===== src/rtl/code_rx_pkg.sv =====
// Shared definitions for the serial code receiver: FSM states, ASCII digit
// bounds and the default frame sync byte.
package code_rx_pkg;

  typedef enum logic [1:0] {
    HUNT  = 2'd0,
    RECV  = 2'd1,
    CHECK = 2'd2
  } rx_state_t;

  localparam logic [7:0] ASCII_ZERO   = 8'h30;
  localparam logic [7:0] ASCII_NINE   = 8'h39;
  localparam logic [7:0] SYNC_DEFAULT = 8'hA5;

endpackage


===== src/rtl/ascii_digit_dec.sv =====
// Combinational ASCII decimal digit decoder: flags '0'..'9' and yields the
// BCD nibble (low four bits of the byte minus ASCII '0').
module ascii_digit_dec
  import code_rx_pkg::*;
(
  input  logic [7:0] ascii,
  output logic [3:0] nibble,
  output logic       is_digit
);

  assign nibble   = 4'(ascii - ASCII_ZERO);
  assign is_digit = (ascii >= ASCII_ZERO) && (ascii <= ASCII_NINE);

endmodule


===== src/rtl/code_rx.sv =====
// Serial frame receiver: hunts for SYNC, shifts in N_BYTES ASCII digits LSB
// first on bit_en, and publishes them as packed BCD (first byte in top nibble).
module code_rx
  import code_rx_pkg::*;
#(
  parameter int         N_BYTES = 4,
  parameter logic [7:0] SYNC    = SYNC_DEFAULT,
  parameter int         TIMEOUT = 1024
) (
  input  logic                   clk,
  input  logic                   rst_n,
  input  logic                   bit_en,
  input  logic                   code,
  output logic [4*N_BYTES-1:0]   code_out,
  output logic                   code_valid,
  output logic                   frame_err,
  output logic                   busy
);

  localparam int NBITS = 8 * N_BYTES;
  localparam int CNT_W = $clog2(NBITS);
  localparam int TMR_W = $clog2(TIMEOUT);
  localparam logic [CNT_W-1:0] LAST_BIT  = CNT_W'(NBITS - 1);
  localparam logic [TMR_W-1:0] TMR_LIMIT = TMR_W'(TIMEOUT - 1);

  rx_state_t            state, state_n;
  logic [7:0]           win, win_n;
  logic [NBITS-1:0]     payload, payload_n;
  logic [CNT_W-1:0]     bitcnt, bitcnt_n;
  logic [TMR_W-1:0]     timer, timer_n;
  logic [4*N_BYTES-1:0] code_out_n;
  logic                 code_valid_n, frame_err_n;

  logic [4*N_BYTES-1:0] bcd;
  logic [N_BYTES-1:0]   is_digit;

  // Byte 0 arrives first and lands in the most-significant nibble.
  for (genvar i = 0; i < N_BYTES; i++) begin : g_dec
    ascii_digit_dec u_dec (
      .ascii    (payload[8*i +: 8]),
      .nibble   (bcd[4*(N_BYTES-1-i) +: 4]),
      .is_digit (is_digit[i])
    );
  end

  always_comb begin
    state_n      = state;
    win_n        = win;
    payload_n    = payload;
    bitcnt_n     = bitcnt;
    timer_n      = timer;
    code_out_n   = code_out;
    code_valid_n = 1'b0;
    frame_err_n  = 1'b0;
    unique case (state)
      HUNT: begin
        if (bit_en) begin
          win_n = {code, win[7:1]};
          if (win_n == SYNC) begin
            state_n  = RECV;
            bitcnt_n = '0;
            timer_n  = '0;
          end
        end
      end
      RECV: begin
        if (bit_en) begin
          payload_n[bitcnt] = code;
          bitcnt_n          = bitcnt + CNT_W'(1);
          timer_n           = '0;
          if (bitcnt == LAST_BIT) state_n = CHECK;
        end else if (timer == TMR_LIMIT) begin
          frame_err_n = 1'b1;
          state_n     = HUNT;
          win_n       = '0;
        end else begin
          timer_n = timer + TMR_W'(1);
        end
      end
      CHECK: begin
        if (&is_digit) begin
          code_out_n   = bcd;
          code_valid_n = 1'b1;
        end else begin
          frame_err_n  = 1'b1;
        end
        state_n = HUNT;
        win_n   = '0;
      end
      default: begin
        state_n = HUNT;
        win_n   = '0;
      end
    endcase
  end

  always_ff @(posedge clk or negedge rst_n) begin
    if (!rst_n) begin
      state      <= HUNT;
      win        <= '0;
      payload    <= '0;
      bitcnt     <= '0;
      timer      <= '0;
      code_out   <= '0;
      code_valid <= 1'b0;
      frame_err  <= 1'b0;
      busy       <= 1'b0;
    end else begin
      state      <= state_n;
      win        <= win_n;
      payload    <= payload_n;
      bitcnt     <= bitcnt_n;
      timer      <= timer_n;
      code_out   <= code_out_n;
      code_valid <= code_valid_n;
      frame_err  <= frame_err_n;
      busy       <= (state_n != HUNT);
    end
  end

endmodule


===== config.mk =====
export PLATFORM = sky130hd
export DESIGN_NAME = code_rx
export DESIGN_NICKNAME = d
export VERILOG_FILES = /design/src/rtl/code_rx_pkg.sv /design/src/rtl/ascii_digit_dec.sv /design/src/rtl/code_rx.sv
export SDC_FILE = /design/constraint.sdc
export NUM_CORES = 1
export LEC_CHECK = 0
export CAP_MARGIN = 25
export CORE_MARGIN = 2
export CORE_UTILIZATION = 59
export DETAILED_ROUTE_END_ITERATION = 8
export PLACE_DENSITY = 0.8
export SLEW_MARGIN = 40
export SYNTH_ARGS = -nofsm -noshare
export SYNTH_HDL_FRONTEND = slang
export SYNTH_HIERARCHICAL = 1
export SYNTH_SLANG_ARGS = --single-unit

===== constraint.sdc =====
create_clock -name clk -period 1.9 [get_ports clk]
set_input_delay 0.19 -clock clk [delete_from_list [all_inputs] [get_ports clk]]
set_output_delay 0.19 -clock clk [all_outputs]
set_load 0.005 [all_outputs]

# --- After elaboration in Yosys (flattened, before gate mapping) ---
# Cells that the tools add are included.
word_totals:
  ff_bits: 76
  word_cells: 78
  out_inout_bits: 19
classes:
  eq_ne: 11
  n_reduce_logical: 14
  muxes: 28
  n_lt_le_gt_ge: 10
  n_addsub: 6
ops:
  columns: ["op", "n"]
  rows:
  - ["$mux 10", 4]
  - ["$bwmux 32", 1]
  - ["$ge 8x6->1 const B", 4]
  - ["$le 8x6->1 const B", 4]
  - ["$mux 8", 3]
  - ["$pmux 10 s2", 1]
  - ["$pmux 8 s2", 1]
  - ["$sub 4x1->4 const B", 4]
  - ["$mux 5", 3]
  - ["$reduce_and 4->1", 3]
  - ["$add 10x1->10 const B", 1]
  - ["$eq 10x10->1 const B", 1]
  - ["$mux 2", 5]
  - ["$ne 2x2->1 const B", 5]
  - ["$pmux 5 s2", 1]
  - ["$eq 8x8->1 const B", 1]
  - ["$lt 5x6->1 const B", 1]
  - ["$mux 1", 6]
  - ["$add 5x1->5 const B", 1]
  - ["$demux 1 s5", 1]
  - ["$eq 5x5->1 const B", 1]
  - ["$ge 5x1->1 const B", 1]
  - ["$logic_and 1x1->1", 5]
  - ["$reduce_and 5->1", 1]
  - ["9 further kinds", 10]

# --- Longest topological paths before layout ---
# Gate-level depths: netlist of the first run.
depth:
  depth_word: 5
  depth_mapped: 7

# --- Cells and area by module ---
# The synthesis of the first run kept the hierarchy.
modules_own_cells:
  columns: ["mod", "area_per_inst_um2", "cells_each", "instances"]
  rows:
  - ["code_rx", 3534.6, 299, 1]
  - ["ascii_digit_dec", 62.6, 7, 4]

# --- Worst setup path before layout of the first run ---
# OpenSTA, ideal clock, no wires.
synth_path:
  kind: "register to register"
  start: "register state[0]"
  end: "register timer[5]"
  arrival_time_ns: 1.618
  path_stages_with_launch: 8
  setup_time_ns: 0.126
  path_slack_ns: 0.156
  path_cell_list: "dfrtp_1 -> inv_1 -> ha_1 -> and2_1 -> a32oi_4 -> or2_1 -> buf_6 -> a221o_1"
synth_via:
  elab_chain_cells: 3
  elab_cells_between_ends: 8
  cone_classes: "eq/ne: 4; mux: 1; reduce/logical: 3"
synth_lines:
  columns: ["item", "line", "text"]
  rows:
  - ["start: declaration", "code_rx.sv:26", "rx_state_t state, state_n;"]
  - ["start signal: assignment", "code_rx.sv:109", "state <= state_n;"]
  - ["$eq 2x1->1 / $logic_not 2->1 (equally long branches)", "code_rx.sv:55", "unique case (state)"]
  - ["$ne 3x3->1 (no line), or another cell as far along", null, null]
  - ["$reduce_and 4->1 (no line)", null, null]
  - ["end signal: assignment", "code_rx.sv:113", "timer <= timer_n;"]
  - ["end: declaration", "code_rx.sv:30", "logic [TMR_W-1:0] timer, timer_n;"]
# Parallel ways exist; a longest one is shown, timed or not.
# A chain may end at the register's enable or synchronous reset.

# --- Worst setup path in the final report of the first run ---
layout_path:
  start: "register state[0]"
  end: "register timer[8]"
# Same word-level chain as after synthesis.

==> metrics.yaml, run 1 <==
status: "finished clean"
hold_violations: 0
die_h_um: 84.10
wirelength_mm: 7.000
clock_path_buffers: 2
dr.pass1.iters: 4
setup_tns_ns: 0
dp_slack_ns: 0.03884
nets: 362
grt_pass1_wl_mm: 11.92
clock_latency_ns: 0.36
power.internal_w: 0.002438
cts_buffers: 9
syn-instance-count: 327
reg2regPathDepth: 6
overflow: 0
async_flop_share_pct: 100.0
postCtsSetupBuffers: 0
setup_violations: 0
seq_area_frac_synth_pct: 49.59
wl_per_cell_um: 16.24
gp_congestion: 0.8785
grt_pass1_vias: 2493
required_ns: 2.14
post-route-period-util_pct: 95.63
num_rows: 29
die_area_um2: 7072
r2r-start: "state[0]$_DFF_PN0_"
ys_seq_elements: 75
cp_max_fo: 4
r2r_slack_ns: 0.08
io_pins: 23
maxSlewViolCount: 0
rsz0062_at_grt: "false"
setup_slack_ns: 0.08303
grt_max_degree: 34
clk_pin_slew_ns: 0.09
port_buffers: 22
drc: 0
cp.arrival_ns: 2.05
start_kind: "register"
area_growth_pct: 13.19
power_frac_clock_pct: 33.3
synth_ff_type: "dfrtp_1"
drt-initial-drc-count: 176
cap_violations: 0
antenna_found_initial: 0
max_freq_mhz: 550.4
syn_area_per_cell_um2: 11.57
cts_tree: "built"
hp-class: "in -> async"
switching_share_pct: 29.60
skew_ns: 0.01119
clkSinkCount: 75
path_class: "reg -> reg"
grtUsageTotal_pct: 21.42
place_inst: 414
initial_core_util_pct: 60.30
r2r_end: "timer[8]$_DFFE_PN0P_"
power_frac_comb_pct: 15.4
end_kind: "register"
fin_cells: 431
cts.htree.levels: 3
pwr-share-seq_pct: 51.3
final_common_cell: "dfrtp_1"
layout_common_cells: "dfrtp_1, mux2_2, nand2_1, clkdlybuf4s50_1, nor2_1"
diodes: 0
p_switching_w: 0.001025
worst_pin_slew_ns: 0.4642
yosys.cell_types.count: 46
fillers: 455
power_density_nw_per_um2: 808.4
core_um2: 6277
synth_edf_count: 0
vias: 2535
synth_area_um2: 3785
min_period_ns: 1.817
vias_per_cell: 5.882
drive_gt1_share_pct: 28.25
p_leak_nw: 2.003
antenna_left: 0
maxSlewHeadroom_pct: 68.99
die_w_um: 84.10
hpwl_mm: 4.981
synth_warnings: 6
clock-root-buffer: "clkbuf_8"
syn-num-nets: 340
irDropWorstVdd_v: 0.0006401
==> power groups by stage <==
stage	Clock [W]	Sequential [W]	Combinational (W)
floorplan	0	0.00179	0.000352
global placement	0	0.00180	0.000509
detailed placement	0	0.00181	0.000523
CTS	0.00118	0.00177	0.000528
global route	0.00125	0.00179	0.000594
finish	0.00115	0.00178	0.000533
==> state kept, by name (all words and copies together), names as in the netlist <==
register    flops
code_valid      1
win             7
timer          10
bitcnt          5
state           2
payload        32
busy            1
frame_err       1
code_out       16
==> cell usage after synthesis (5+ instances only) <==
cell      instances  area share [%]
dfrtp_1          75              50
nor2_1           20             2.0
and3_1            8             1.3
a22o_1            9             2.1
ha_1              9             3.0
buf_4            17             3.4
o21ai_0           7            0.93
nand2_1          29             2.9
inv_1            11             1.1
nand3_1           7            0.93
clkbuf_1         11             1.1
and2_1            5            0.83
mux2_2           49              15
nand4_1           5            0.83
o21ai_1           5            0.66
==> layout make-up <==
type                       instances  area [um2]  share of cell area [%]
timing repair buffer              42       392.9                   9.171
tap                               77       96.34                   2.249
clock buffer                       9       123.9                   2.891
inverter                          11       41.29                  0.9638
clock inverter                     7       61.31                   1.431
sequential                        75        1877                   43.81
multi-input combinational        210        1692                   39.49
==> worst max-delay path by stage <==
stage	startpoint	end	cells after the start
after floorplan	state[0]$_DFF_PN0_	timer[5]$_DFFE_PN0P_	7
after global placement	bit_en	timer[5]$_DFFE_PN0P_	5
after detailed placement	bit_en	timer[8]$_DFFE_PN0P_	5
after CTS	bitcnt[1]$_DFFE_PN0P_	busy$_DFF_PN0_	7
after global routing	bitcnt[0]$_DFFE_PN0P_	busy$_DFF_PN0_	7
final	state[0]$_DFF_PN0_	timer[8]$_DFFE_PN0P_	6
==> per-stage QoR <==
step,utilization [%],cell area [um2],total power (W),hold slack (ns)
finish,68.25,4284,0.003463,0.2986
global route,68.25,4284,0.003637,0.3304
CTS,68.01,4269,0.003484,0.2944
detailed placement,64.90,4074,0.002331,0.1574
global placement,64.90,4074,0.002311,0.1548
floorplan,-,3785,0.002142,-0.1056
==> routing by layer <==
metal  GRT usage (%)  share of wire [%]  up-vias
li1                -                  -     1203
met1           30.16                 48     1262
met2           32.61                 47       59
met3           3.561                3.6       11
met4           9.824                2.0        0
met5               0                  0        -
==> cell families after synthesis <==
group                    count (synthesis)  synth area share (%)
adder cells (fa/ha/maj)                  9                 2.975
flip-flops                              75                 49.59
AO/OA/AOI/OAI                           46                 9.786
AND/OR/NAND/NOR                        105                 16.69
buffers and inverters                   42                 6.116
multiplexers                            50                 14.84
==> worst max-delay path: stages, from the launching register on <==
cell and delay (ns):
dfrtp_1 0.41, inv_1 0.12, ha_2 0.22, and2_1 0.17, a32oi_4 0.12, or2_1 0.28
a221o_1 0.38
==> timing repair <==
action                     CTS  global route
hold buffers                 1             0
hold endpoints to repair    16             0
setup endpoints to repair    0            10
gates resized for setup      0             4
No activity file was read; power rests on OpenSTA's default activity.
==> run 2, diff against run 1 <==
--- a/config.mk
+++ b/config.mk
@@ -7,9 +7,9 @@
 export LEC_CHECK = 0
 export CAP_MARGIN = 25
 export CORE_MARGIN = 2
-export CORE_UTILIZATION = 59
+export CORE_UTILIZATION = 64
 export DETAILED_ROUTE_END_ITERATION = 8
-export PLACE_DENSITY = 0.8
+export PLACE_DENSITY = 0.86
 export SLEW_MARGIN = 40
 export SYNTH_ARGS = -nofsm -noshare
 export SYNTH_HDL_FRONTEND = slang
==> constraint.sdc (replaced) <==
create_clock -name clk -period 2.3 [get_ports clk]
set_input_delay 0.23 -clock clk [delete_from_list [all_inputs] [get_ports clk]]
set_output_delay 0.23 -clock clk [all_outputs]
set_load 0.005 [all_outputs]
==> run 2 against run 1 <==
Sequential power down 17%. Via count down 0.75%. Worst hold slack better by 0.13 ns. Global-route usage up 2.3 points. Critical path depth unchanged. Largest power group unchanged. Clock skew up 0.0021 ns. Critical path type unchanged.
==> metrics.yaml, run 2 (synthesis results as in run 1) <==
initial_core_util_pct: 65.08
largest_reg_flops: 32
required_ns: 2.59
ctsHoldBuffers: 1
maxSlewHeadroom_pct: 61.58
nets: 353
dr.pass1.iters: 4
hp-class: "in -> async"
whs_ns: 0.4247
path_class: "reg -> reg"
power_frac_comb_pct: 15.0
seqCellArea_um2: 1877
antenna_left: 0
clkSinkCount: 75
diodes: 0
gp_congestion: 0.8843
cp.arrival_ns: 2.30
clock_path_buffers: 2
clock_latency_ns: 0.35
die_h_um: 80.90
setup_tns_ns: 0
power.internal_w: 0.001978
drive_gt1_share_pct: 24.93
p_switching_w: 0.0007981
vias: 2516
grt_max_degree: 76
slowest_stage: "ha_1"
final_common_cell: "dfrtp_1"
maxSlewViolCount: 0
postCtsSetupBuffers: 0
switching_share_pct: 28.75
cts_tree: "built"
worst_pin_slew_ns: 0.5764
cts.htree.levels: 3
fin_util_pct: 71.73
critPathBufInv: 1
num_rows: 28
die_area_um2: 6545
antenna_found_initial: 0
cap_violations: 0
grtUsageTotal_pct: 23.76
die_w_um: 80.90
multi_input_area_um2: 1677
status: "finished clean"
post_cts.resized_instances: 0
cts_buffers: 9
vias_per_cell: 5.990
top_regs: "payload (32), code_out (16), timer (10)"
io_pins: 23
port_buffers: 22
crit_chain: "inv_1, ha_1, nand2b_1, nor4_2, or2_1, a221o_1"
core_um2: 5816
p_leak_nw: 1.948
clock-root-buffer: "clkbuf_8"
wl_per_cell_um: 16.98
power_w: 0.002776
power_frac_clock_pct: 31.8
wirelength_mm: 7.131
area_growth_pct: 10.21
end_kind: "register"
grt_pass1_vias: 2494
start_kind: "register"
fin_cells: 420
place_inst: 403
irDropWorstVdd_v: 0.0005289
grt_pass1_wl_mm: 11.72
clk_pin_slew_ns: 0.08
max_freq_mhz: 497.2
cp_max_fo: 16
regMostFlops: "payload"
post-route-period-util_pct: 87.44
r2r_slack_ns: 0.29
critical-path-max-stage-delay_ns: 0.52
drt-initial-drc-count: 190
skew_ns: 0.01330
layout_common_cells: "dfrtp_1, mux2_2, nand2_1, clkdlybuf4s50_1, nor2_1"
min_period_ns: 2.011
power_density_nw_per_um2: 665.4
setup_violations: 0
fillers: 404
overflow: 0
drc: 0
hold_violations: 0
pwr-share-seq_pct: 53.1
hpwl_mm: 5.025
rsz0062_at_grt: "false"
critical_path.top_delay_family: "simple AND/OR/NAND/NOR gates"
[run 2: area by class of cell]
cell class / instances / area share (%)
Clock buffer: 10 / 3.059
Clock inverter: 6 / 1.020
Inverter: 11 / 0.9898
Multi-Input combinational cell: 210 / 40.19
Sequential cell: 75 / 44.99
Tap cell: 75 / 2.250
Timing Repair Buffer: 33 / 7.499
[run 2: through the flow]
step | worst slack, ns | cell area, um2
after floorplan | 0.5561 | 3785
after global placement | 0.3938 | 3991
after detailed placement | 0.3043 | 3991
after CTS | 0.3047 | 4172
after global routing | 0.1543 | 4172
final | 0.2889 | 4172
[run 2: worst paths after layout]
check | startpoint | to | cells past startpoint
max reg2reg | state[1]$_DFF_PN0_ | timer[8]$_DFFE_PN0P_ | 6
min | rst_n | timer[0]$_DFFE_PN0P_ | 3
min reg2reg | win[1]$_DFFE_PN0P_ | win[1]$_DFFE_PN0P_ | 1
max | state[1]$_DFF_PN0_ | timer[8]$_DFFE_PN0P_ | 6
min in group clk | win[1]$_DFFE_PN0P_ | win[1]$_DFFE_PN0P_ | 1
max in group asynchronous | rst_n | win[7]$_DFFE_PN0P_ | 3
[run 2: layer usage]
layer | global-route usage, % | up-vias | wire length, um
met5 | 0 | - | 0
met4 | 9.492 | 0 | 148
met3 | 7.222 | 17 | 284
met2 | 37.85 | 58 | 3575
met1 | 30.44 | 1258 | 3121
li1 | - | 1183 | -
[run 2: power by group through the flow]
stage	Sequential (W)	Combinational, W	Clock (W)
after floorplan	0.00148	0.000291	0
final	0.00148	0.000417	0.000883
after detailed placement	0.00150	0.000415	0
after CTS	0.00147	0.000420	0.000895
after global routing	0.00148	0.000458	0.000962
after global placement	0.00149	0.000393	0
[run 2: worst min-delay path, stage by stage]
cell           delay, ns
dlygate4sd3_1       0.52
buf_2               0.12
buf_12              0.33
==> run 3, diff against run 2 <==
--- a/config.mk
+++ b/config.mk
@@ -10,6 +10,7 @@
 export CORE_UTILIZATION = 64
 export DETAILED_ROUTE_END_ITERATION = 8
 export PLACE_DENSITY = 0.86
+export RECOVER_POWER = 25
 export SLEW_MARGIN = 40
 export SYNTH_ARGS = -nofsm -noshare
 export SYNTH_HDL_FRONTEND = slang
==> run 3 against run 2 <==
Fmax is essentially flat. First-iteration DRC count grew 6.8%. Cell area shrank 0.30%. Count of clock-buffer cells in the layout unchanged. Die area is the same. Combinational power hardly changed. Setup slack better by 0.00094 ns. Routed wire length shrank 0.24%.
==> metrics.yaml, run 3 (synthesis results as in run 1) <==
skew_ns: 0.01330
layout_common_cells: "dfrtp_1, mux2_2, nand2_1, clkdlybuf4s50_1, nor2_1"
postCtsSetupBuffers: 0
top_regs: "payload (32), code_out (16), timer (10)"
rsz0062_at_grt: "false"
drc: 0
port_buffers: 22
clock-root-buffer: "clkbuf_8"
setup_tns_ns: 0
critical_path.top_delay_family: "simple AND/OR/NAND/NOR gates"
critPathBufInv: 1
clkSinkCount: 75
grtUsageTotal_pct: 23.76
hp-start: "win[1]$_DFFE_PN0P_"
largest_reg_flops: 32
worstHoldPathCells: 1
vias_per_cell: 5.983
hold_end: "win[1]$_DFFE_PN0P_"
overflow: 0
min_period_ns: 2.010
r2r_end: "timer[8]$_DFFE_PN0P_"
io_pins: 23
slowest_stage: "ha_1"
final_common_cell: "dfrtp_1"
setup_violations: 0
die_h_um: 80.90
r2r-start: "state[1]$_DFF_PN0_"
hold_violations: 0
cp_max_fo: 16
fin_util_pct: 71.51
grt_pass1_vias: 2494
end_kind: "register"
clk_pin_slew_ns: 0.08
wirelength_mm: 7.114
die_area_um2: 6545
wl_met3_um: 307
irDropWorstVdd_v: 0.0005260
dr.pass1.iters: 4
path_class: "reg -> reg"
clock_path_buffers: 2
num_rows: 28
clock_latency_ns: 0.35
area_growth_pct: 9.884
power_density_nw_per_um2: 666.4
worst_pin_slew_ns: 0.9896
hp-class: "reg -> reg"
die_w_um: 80.90
ctsHoldBuffers: 1
antenna_left: 0
gp_congestion: 0.8843
r2r_slack_ns: 0.29
vias: 2513
cts.htree.levels: 3
p_leak_nw: 1.944
required_ns: 2.59
crit_chain: "inv_1, ha_1, nand2b_1, nor4_2, or2_1, a221o_1"
initial_core_util_pct: 65.08
maxSlewViolCount: 0
drt-met1-wl_mm: 3.090
status: "finished clean"
highest_layer: "met4"
met2WireLength_mm: 3.567
maxSlewHeadroom_pct: 34.03
drive_gt1_share_pct: 24.93
grt_pass1_wl_mm: 11.72
core_um2: 5816
fillers: 406
place_inst: 403
nets: 353
post_cts.resized_instances: 0
cts_buffers: 9
regMostFlops: "payload"
post-route-period-util_pct: 87.40
grt_max_degree: 76
cap_violations: 0
reg2regPathDepth: 6
start_kind: "register"
diodes: 0
critical-path-max-stage-delay_ns: 0.52
fin_cells: 420
cts_tree: "built"
cp.arrival_ns: 2.30
antenna_found_initial: 0
max_freq_mhz: 497.5
wl_per_cell_um: 16.94
drt-initial-drc-count: 203
hpwl_mm: 5.025
-- run 3: stage by stage --
stage | setup slack (ns) | total power (W) | hold slack, ns | instance area, um2
2_1_floorplan | 0.5561 | 0.001770 | -0.06559 | 3785
3_3_place_gp | 0.3938 | 0.001884 | 0.2861 | 3991
3_5_place_dp | 0.3043 | 0.001916 | 0.2920 | 3991
4_1_cts | 0.3047 | 0.002789 | 0.4508 | 4172
5_1_grt | 0.1543 | 0.002901 | 0.5245 | 4159
6_report | 0.2898 | 0.002772 | 0.4978 | 4159
-- run 3: metal layers --
layer	vias to the layer above	GRT usage (%)
li1	1183	-
met5	-	0
met3	17	7.222
met4	0	9.492
met1	1250	30.44
met2	63	37.85
-- run 3: how the worst max path moves through the flow --
stage	end	cells past startpoint	slack [ns]	from
CTS	timer[1]$_DFFE_PN0P_	6	0.30	state[1]$_DFF_PN0_
global route	timer[5]$_DFFE_PN0P_	6	0.15	state[1]$_DFF_PN0_
floorplan	timer[5]$_DFFE_PN0P_	7	0.56	state[0]$_DFF_PN0_
global placement	timer[5]$_DFFE_PN0P_	6	0.39	state[0]$_DFF_PN0_
detailed placement	timer[8]$_DFFE_PN0P_	6	0.30	state[1]$_DFF_PN0_
finish	timer[8]$_DFFE_PN0P_	6	0.29	state[1]$_DFF_PN0_
-- run 3: final cells by class --
class | count | area, um2 | share of cell area, %
repair buffers | 33 | 300.3 | 7.220
flip-flops and latches | 75 | 1877 | 45.13
clock inverters | 6 | 42.54 | 1.023
clock buffers | 10 | 127.6 | 3.069
well taps | 75 | 93.84 | 2.256
inverters | 11 | 41.29 | 0.9928
multi-input cells | 210 | 1677 | 40.31
-- run 3: power breakdown --
part | leakage, nW | switching, W | internal [W]
registers | 1.03 | 0.0000700 | 0.00141
logic | 0.830 | 0.000235 | 0.000179
clock network | 0.0822 | 0.000491 | 0.000391
total | 1.94 | 0.000797 | 0.00198
-- run 3: worst reg2reg max path, cell delays in order, from the launching register on --
cell	delay (ns)
dfrtp_1	0.40
inv_1	0.09
ha_1	0.52
nand2b_1	0.17
nor4_2	0.26
or2_1	0.31
a221o_1	0.20
